**config.mk**
```make
export PLATFORM = sky130hd
export DESIGN_NAME = simple_spi_master
export DESIGN_NICKNAME = d
export VERILOG_FILES = /design/src/rtl/simple_spi_master.sv
export SDC_FILE = /design/constraint.sdc
export NUM_CORES = 1
export LEC_CHECK = 0
export ABC_AREA = 1
export BUFFER_PORTS_ARGS = -buffer_cell sky130_fd_sc_hd__buf_2
export CELL_PAD_IN_SITES_DETAIL_PLACEMENT = 0
export CELL_PAD_IN_SITES_GLOBAL_PLACEMENT = 1
export CORE_AREA = 2 2 134 136
export CTS_CLUSTER_DIAMETER = 40
export DETAILED_ROUTE_END_ITERATION = 16
export DIE_AREA = 0 0 136 138
export PLACE_DENSITY_LB_ADDON = 0.1
export SYNTH_ARGS = -nofsm -noshare
export SYNTH_HDL_FRONTEND = slang
export SYNTH_SLANG_ARGS = --single-unit
export TNS_END_PERCENT = 100
```
**constraint.sdc**
```tcl
create_clock -name clk -period 12.4 [get_ports clk]
set_input_delay 0.62 -clock clk [delete_from_list [all_inputs] [get_ports clk]]
set_output_delay 0.62 -clock clk [all_outputs]
set_load 0.05 [all_outputs]
```
**src/rtl/simple_spi_master.sv**
```systemverilog
// SPI master: 8/16/24/32-bit words, CPOL/CPHA modes, 2^n SCLK divider, eight active-low selects.
// Define SPI_LSB_FIRST_EN to shift LSB first; the default build shifts MSB first.
module simple_spi_master (
   input  logic        clk,
   input  logic        rst,
   input  logic        start_trans,
   output logic        busy,
   output logic        MOSI,
   input  logic        MISO,
   output logic        SPI_SCLK,
   output logic [7:0]  CS,
   input  logic [31:0] tx_data,
   output logic [31:0] rx_data,
   input  logic [2:0]  chipADDRS,
   input  logic [1:0]  transaction_length,
   input  logic [3:0]  division_ratio,
   input  logic        CPOL,
   input  logic        CPHA,
   input  logic        default_val
);
   typedef enum logic [1:0] {IDLE = 2'd0, READY = 2'd1, TRANSFER = 2'd2, DONE = 2'd3} state_t;

`ifdef SPI_LSB_FIRST_EN
   localparam int TX_POS = 0;
`else
   localparam int TX_POS = 31;
`endif

   state_t      state_r;
   logic        start_r;
   logic [1:0]  len_r;
   logic [3:0]  div_r;
   logic        cpha_r;
   logic        dflt_r;
   logic [15:0] cnt_r;
   logic [6:0]  edge_r;
   logic [31:0] tx_sh_r;
   logic [31:0] rx_sh_r;
   logic        sclk_r;
   logic        mosi_r;
   logic        busy_r;
   logic [7:0]  cs_r;
   logic [31:0] rx_data_r;

   logic [15:0] half_m1_s;
   logic        hp_end_s;
   logic [6:0]  edges_s;
   logic [6:0]  next_edge_s;
   logic        do_sample_s;
   logic        do_drive_s;
   logic [31:0] tx_load_s;

   function automatic logic [4:0] pad_bits(input logic [1:0] len);
      pad_bits = 5'd24 - {len, 3'b000};
   endfunction

   function automatic logic [31:0] align_tx(input logic [31:0] d, input logic [1:0] len);
`ifdef SPI_LSB_FIRST_EN
      align_tx = d & (32'hFFFF_FFFF >> pad_bits(len));
`else
      align_tx = d << pad_bits(len);
`endif
   endfunction

   function automatic logic [31:0] shift_tx(input logic [31:0] sh);
`ifdef SPI_LSB_FIRST_EN
      shift_tx = sh >> 1;
`else
      shift_tx = sh << 1;
`endif
   endfunction

   function automatic logic [31:0] shift_rx(input logic [31:0] sh, input logic b);
`ifdef SPI_LSB_FIRST_EN
      shift_rx = (sh >> 1) | {b, 31'd0};
`else
      shift_rx = (sh << 1) | {31'd0, b};
`endif
   endfunction

   function automatic logic [31:0] extract_rx(input logic [31:0] sh, input logic [1:0] len);
`ifdef SPI_LSB_FIRST_EN
      extract_rx = sh >> pad_bits(len);
`else
      extract_rx = sh & (32'hFFFF_FFFF >> pad_bits(len));
`endif
   endfunction

   // Half-period timing and per-toggle sample/drive decisions (odd toggle = leading edge).
   always_comb begin
      half_m1_s   = (16'd1 << div_r) - 16'd1;
      hp_end_s    = (cnt_r == half_m1_s);
      edges_s     = ({5'd0, len_r} + 7'd1) << 4;
      next_edge_s = edge_r + 7'd1;
      tx_load_s   = align_tx(tx_data, transaction_length);
      if (cpha_r) begin
         do_sample_s = ~next_edge_s[0];
         do_drive_s  = next_edge_s[0];
      end else begin
         do_sample_s = next_edge_s[0];
         do_drive_s  = ~next_edge_s[0] && (next_edge_s != edges_s);
      end
   end

   // Idle levels follow the live CPOL/default_val so reset values track those inputs.
   assign SPI_SCLK = (state_r == IDLE) ? CPOL : sclk_r;
   assign MOSI     = (state_r == IDLE) ? default_val : mosi_r;
   assign busy     = busy_r;
   assign CS       = cs_r;
   assign rx_data  = rx_data_r;

   // Transaction FSM: accept, READY half-period, 2N toggling half-periods, DONE half-period.
   always_ff @(posedge clk or posedge rst) begin
      if (rst) begin
         state_r   <= IDLE;
         start_r   <= 1'b0;
         len_r     <= 2'd0;
         div_r     <= 4'd0;
         cpha_r    <= 1'b0;
         dflt_r    <= 1'b0;
         cnt_r     <= 16'd0;
         edge_r    <= 7'd0;
         tx_sh_r   <= 32'd0;
         rx_sh_r   <= 32'd0;
         sclk_r    <= 1'b0;
         mosi_r    <= 1'b0;
         busy_r    <= 1'b0;
         cs_r      <= 8'hFF;
         rx_data_r <= 32'd0;
      end else begin
         start_r <= start_trans;
         case (state_r)
            IDLE: begin
               if (start_trans && !start_r) begin
                  len_r   <= transaction_length;
                  div_r   <= division_ratio;
                  cpha_r  <= CPHA;
                  dflt_r  <= default_val;
                  cnt_r   <= 16'd0;
                  edge_r  <= 7'd0;
                  rx_sh_r <= 32'd0;
                  sclk_r  <= CPOL;
                  busy_r  <= 1'b1;
                  cs_r    <= ~(8'd1 << chipADDRS);
                  state_r <= READY;
                  if (CPHA) begin
                     mosi_r  <= default_val;
                     tx_sh_r <= tx_load_s;
                  end else begin
                     mosi_r  <= tx_load_s[TX_POS];
                     tx_sh_r <= shift_tx(tx_load_s);
                  end
               end else begin
                  busy_r <= 1'b0;
                  cs_r   <= 8'hFF;
               end
            end
            READY, TRANSFER: begin
               if (!hp_end_s) begin
                  cnt_r <= cnt_r + 16'd1;
               end else begin
                  cnt_r <= 16'd0;
                  if (edge_r == edges_s) begin
                     state_r <= DONE;
                     mosi_r  <= dflt_r;
                  end else begin
                     state_r <= TRANSFER;
                     edge_r  <= next_edge_s;
                     sclk_r  <= ~sclk_r;
                     if (do_sample_s) begin
                        rx_sh_r <= shift_rx(rx_sh_r, MISO);
                     end
                     if (do_drive_s) begin
                        mosi_r  <= tx_sh_r[TX_POS];
                        tx_sh_r <= shift_tx(tx_sh_r);
                     end
                  end
               end
            end
            DONE: begin
               if (!hp_end_s) begin
                  cnt_r <= cnt_r + 16'd1;
               end else begin
                  cnt_r     <= 16'd0;
                  rx_data_r <= extract_rx(rx_sh_r, len_r);
                  cs_r      <= 8'hFF;
                  busy_r    <= 1'b0;
                  state_r   <= IDLE;
               end
            end
            default: begin
               state_r <= IDLE;
               busy_r  <= 1'b0;
               cs_r    <= 8'hFF;
            end
         endcase
      end
   end
endmodule

```
==> flow_summary.toml <==
[pwr]
pwr-share-seq_pct = 29.5
power_leakage_uw = 0.00445
sw_frac_of_total_pct = 46.4
pwr-share-comb_pct = 45.5
p_per_area_nw_per_um2 = 237
p_int_uw = 1160
peakVddDrop_mv = 0.186
p_clk_share_pct = 25.0
switchingPower_uw = 1010

[yosys]
synth.yosys.warnings = 0
yosys_register_bits = 141
yosysSeqAreaShare_pct = 44.1
synth.area.top_cells = "dfrtp_1 42%, nand2_1 20%, nand3_1 6.6%"
netlist_area_um2 = 8020
synth.distinct_cells = 39
async_reset_ff_share_pct = 100
netlist_instances = 1083
synth_edf_count = 0
yosys.cell_count.top_type = "nand2_1"
ys.flop_type = "dfrtp_1"
avgSynthCellArea_um2 = 7.40
synth_top_cell_by_area = "dfrtp_1"
synth_commonest_cells = "431 x nand2_1, 133 x dfrtp_1, 105 x nand3_1"
synth_top_area_share_pct = 41.5
synth_fp_nets = 1140

[routing]
route.detailed.drc = 0
drt-initial-drc-count = 563
drtAntennaViolNets = 0
post_drt_via_cell_ratio = 5.14
dr.pass1.iters = 5
totalWireLength_um = 19800
wire_per_inst_um = 14.3
num_vias = 7106

[global_route]
use_met2_pct = 33.0
grt_first_pass_wirelength_um = 33000
grt.busiest_layer = "met2"
overflow = 0
use_met3_pct = 4.03
gr-usage-met1_pct = 31.8
gr-usage-all-layers_pct = 21.7
grt_max_degree = 78
antenna_found_initial = 0
grt_pass1_vias = 6606

[sta]
setup_viol = 0
tightest_slew_ps = 950
finalMaxSlewViolations = 0
period_share_pct = 29.6
max-slew-margin-rel_pct = 36.7
setup_ws_ps = 8720
fin_crit_ps = 3680
final_hold_viol_count = 0
rsz0062_at_grt = "no"
finalClockSkew_ps = 10.9
max_freq_mhz = 272
timing.hold.ws_ps = 301
fin_tns_setup_ps = 0

[cells_and_area]
antennaDiodeCount = 0
area_growth_syn_to_layout_pct = 13.9
drive_above_1_share_pct = 16.0
fin_area_um2 = 9130
finalNetCount = 1198

[worst_setup_path]
crit_fanout = 77
arrival_ps = 3970
critPathLaunchType = "flop"
worstSetupEndpointType = "flop"
critPathKind = "flop to flop"
cp_data_required_time_ps = 12700

[clocking]
h-tree-depth = 4
tritoncts = "done"
clockRootBuffer = "clkbuf_16"
cts.repair.resized = 0
cts_buffers = 17
path_clk_slew_ps = 60
ctsHoldBuffers = 0
max-clock-path-buffers = 2
cts_setup_buffers = 0
clk_latency_ps = 420
cts_sinks = 141

[run]
cap_viol_max_count = 0

[floorplanning]
die_w_um = 136
die_area_um2 = 18800
rows = 49
pin_count = 91
core_um2 = 17500
die_h_um = 138
initial_utilization_pct = 45.7

[run_status]
status = "complete, no violations"

[place]
port-buffer-count = 90
dpl-instance-area_um2 = 8510
dp_hpwl_um = 13300
gp_congestion = 0.816
pre_cts_slack_ps = 8730

[worst_hold_path]
hp-class = "primary input to asynchronous set/reset pin"
[placed cells by master, fill, tap and decap left out, types with 4 or more instances in the layout]
| master | count |
|---|---|
| nand2_1 | 431 |
| dfrtp_1 | 133 |
| nand3_1 | 105 |
| buf_2 | 90 |
| inv_1 | 71 |
| nor2_1 | 51 |
| o21ai_0 | 43 |
| o21ai_1 | 33 |
| o21ai_2 | 32 |
| o221ai_1 | 24 |
| clkbuf_16 | 17 |
| o22ai_1 | 13 |
| xor2_1 | 12 |
| a21oi_1 | 10 |
| dfstp_2 | 8 |
| ha_1 | 8 |
| nand4_1 | 7 |
| nor3_1 | 5 |
| inv_2 | 4 |
| nand2_2 | 4 |
| clkinv_1 | 4 |
| xnor2_1 | 4 |
| a221oi_1 | 4 |
| bufinv_16 | 4 |
| clkinv_4 | 4 |
| buf_4 | 4 |
[area by class of cell]
type | count | area (um2)
multi-input combinational | 807 | 3900
timing repair buffer | 94 | 480
inverter | 80 | 305
clock inverter | 13 | 190
sequential | 141 | 3540
fill | 1779 | 8400
tap | 229 | 287
clock buffer | 19 | 433
[critical path, stage by stage (launching register included)]
cell and delay (ps):
dfrtp_1 370, inv_1 70, ha_2 310, buf_4 640
clkinv_1 500, a21oi_1 380, inv_1 110, nor2_2 110
buf_4 320, nand2_2 470, nand2_1 180, nand2_1 70
[layer usage]
metal / wire [um] / part of all wire [%] / vias up
li1: - / - / 3649
met1: 9710 / 49 / 3315
met2: 9120 / 46 / 121
met3: 662 / 3.3 / 21
met4: 267 / 1.4 / 0
met5: 0 / 0 / -
[kinds of logic (layout without fill, tap and decap cells)]
| logic type | after synthesis | count (layout) | share of synthesized area, % |
|---|---|---|---|
| AOI/OAI and AO/OA | 166 | 166 | 13.6 |
| xor gates and xnor gates | 16 | 16 | 1.75 |
| adders and majority gates | 9 | 9 | 1.40 |
| buffers and inverters | 135 | 206 | 7.30 |
| DFF | 141 | 141 | 44.1 |
| and+or+nand+nor | 616 | 616 | 31.8 |
[registers in the layout, indices dropped and copies added, names as in the netlist]
signal   flops
sclk_r       1
edge_r       7
state_r      2
cpha_r       1
mosi_r       1
dflt_r       1
rx_sh_r     32
tx_sh_r     32
busy         1
CS           8
len_r        2
cnt_r       16
start_r      1
div_r        4
rx_data     32
[worst paths after layout]
check | startpoint | end | slack, ps | depth (start not counted)
max | state_r[1] | tx_sh_r[16] | 8720 | 11
min | rst | div_r[3] | 300 | 2
max reg2reg | state_r[1] | tx_sh_r[16] | 8720 | 11
min reg2reg | tx_sh_r[27] | tx_sh_r[27] | 470 | 2
max in group asynchronous | rst | tx_sh_r[11] | 10670 | 3
min in group clk | start_trans | start_r | 340 | 1
[power by group through the flow]
| stage | combinational [uW] | clock (uW) | sequential (uW) |
|---|---|---|---|
| 2_1_floorplan | 802 | 0 | 670 |
| 3_3_place_gp | 980 | 0 | 649 |
| 3_5_place_dp | 991 | 0 | 646 |
| 4_1_cts | 993 | 553 | 640 |
| 5_1_grt | 1120 | 573 | 652 |
| 6_report | 988 | 541 | 640 |
[per-stage QoR]
stage	cells	util, %	power (uW)
2_1_floorplan	1083	-	1470
3_3_place_gp	1351	48.5	1630
3_5_place_dp	1351	48.5	1640
4_1_cts	1383	52.1	2190
5_1_grt	1383	52.1	2340
6_report	1383	52.1	2170
No activity file was read; power rests on OpenSTA's default activity.
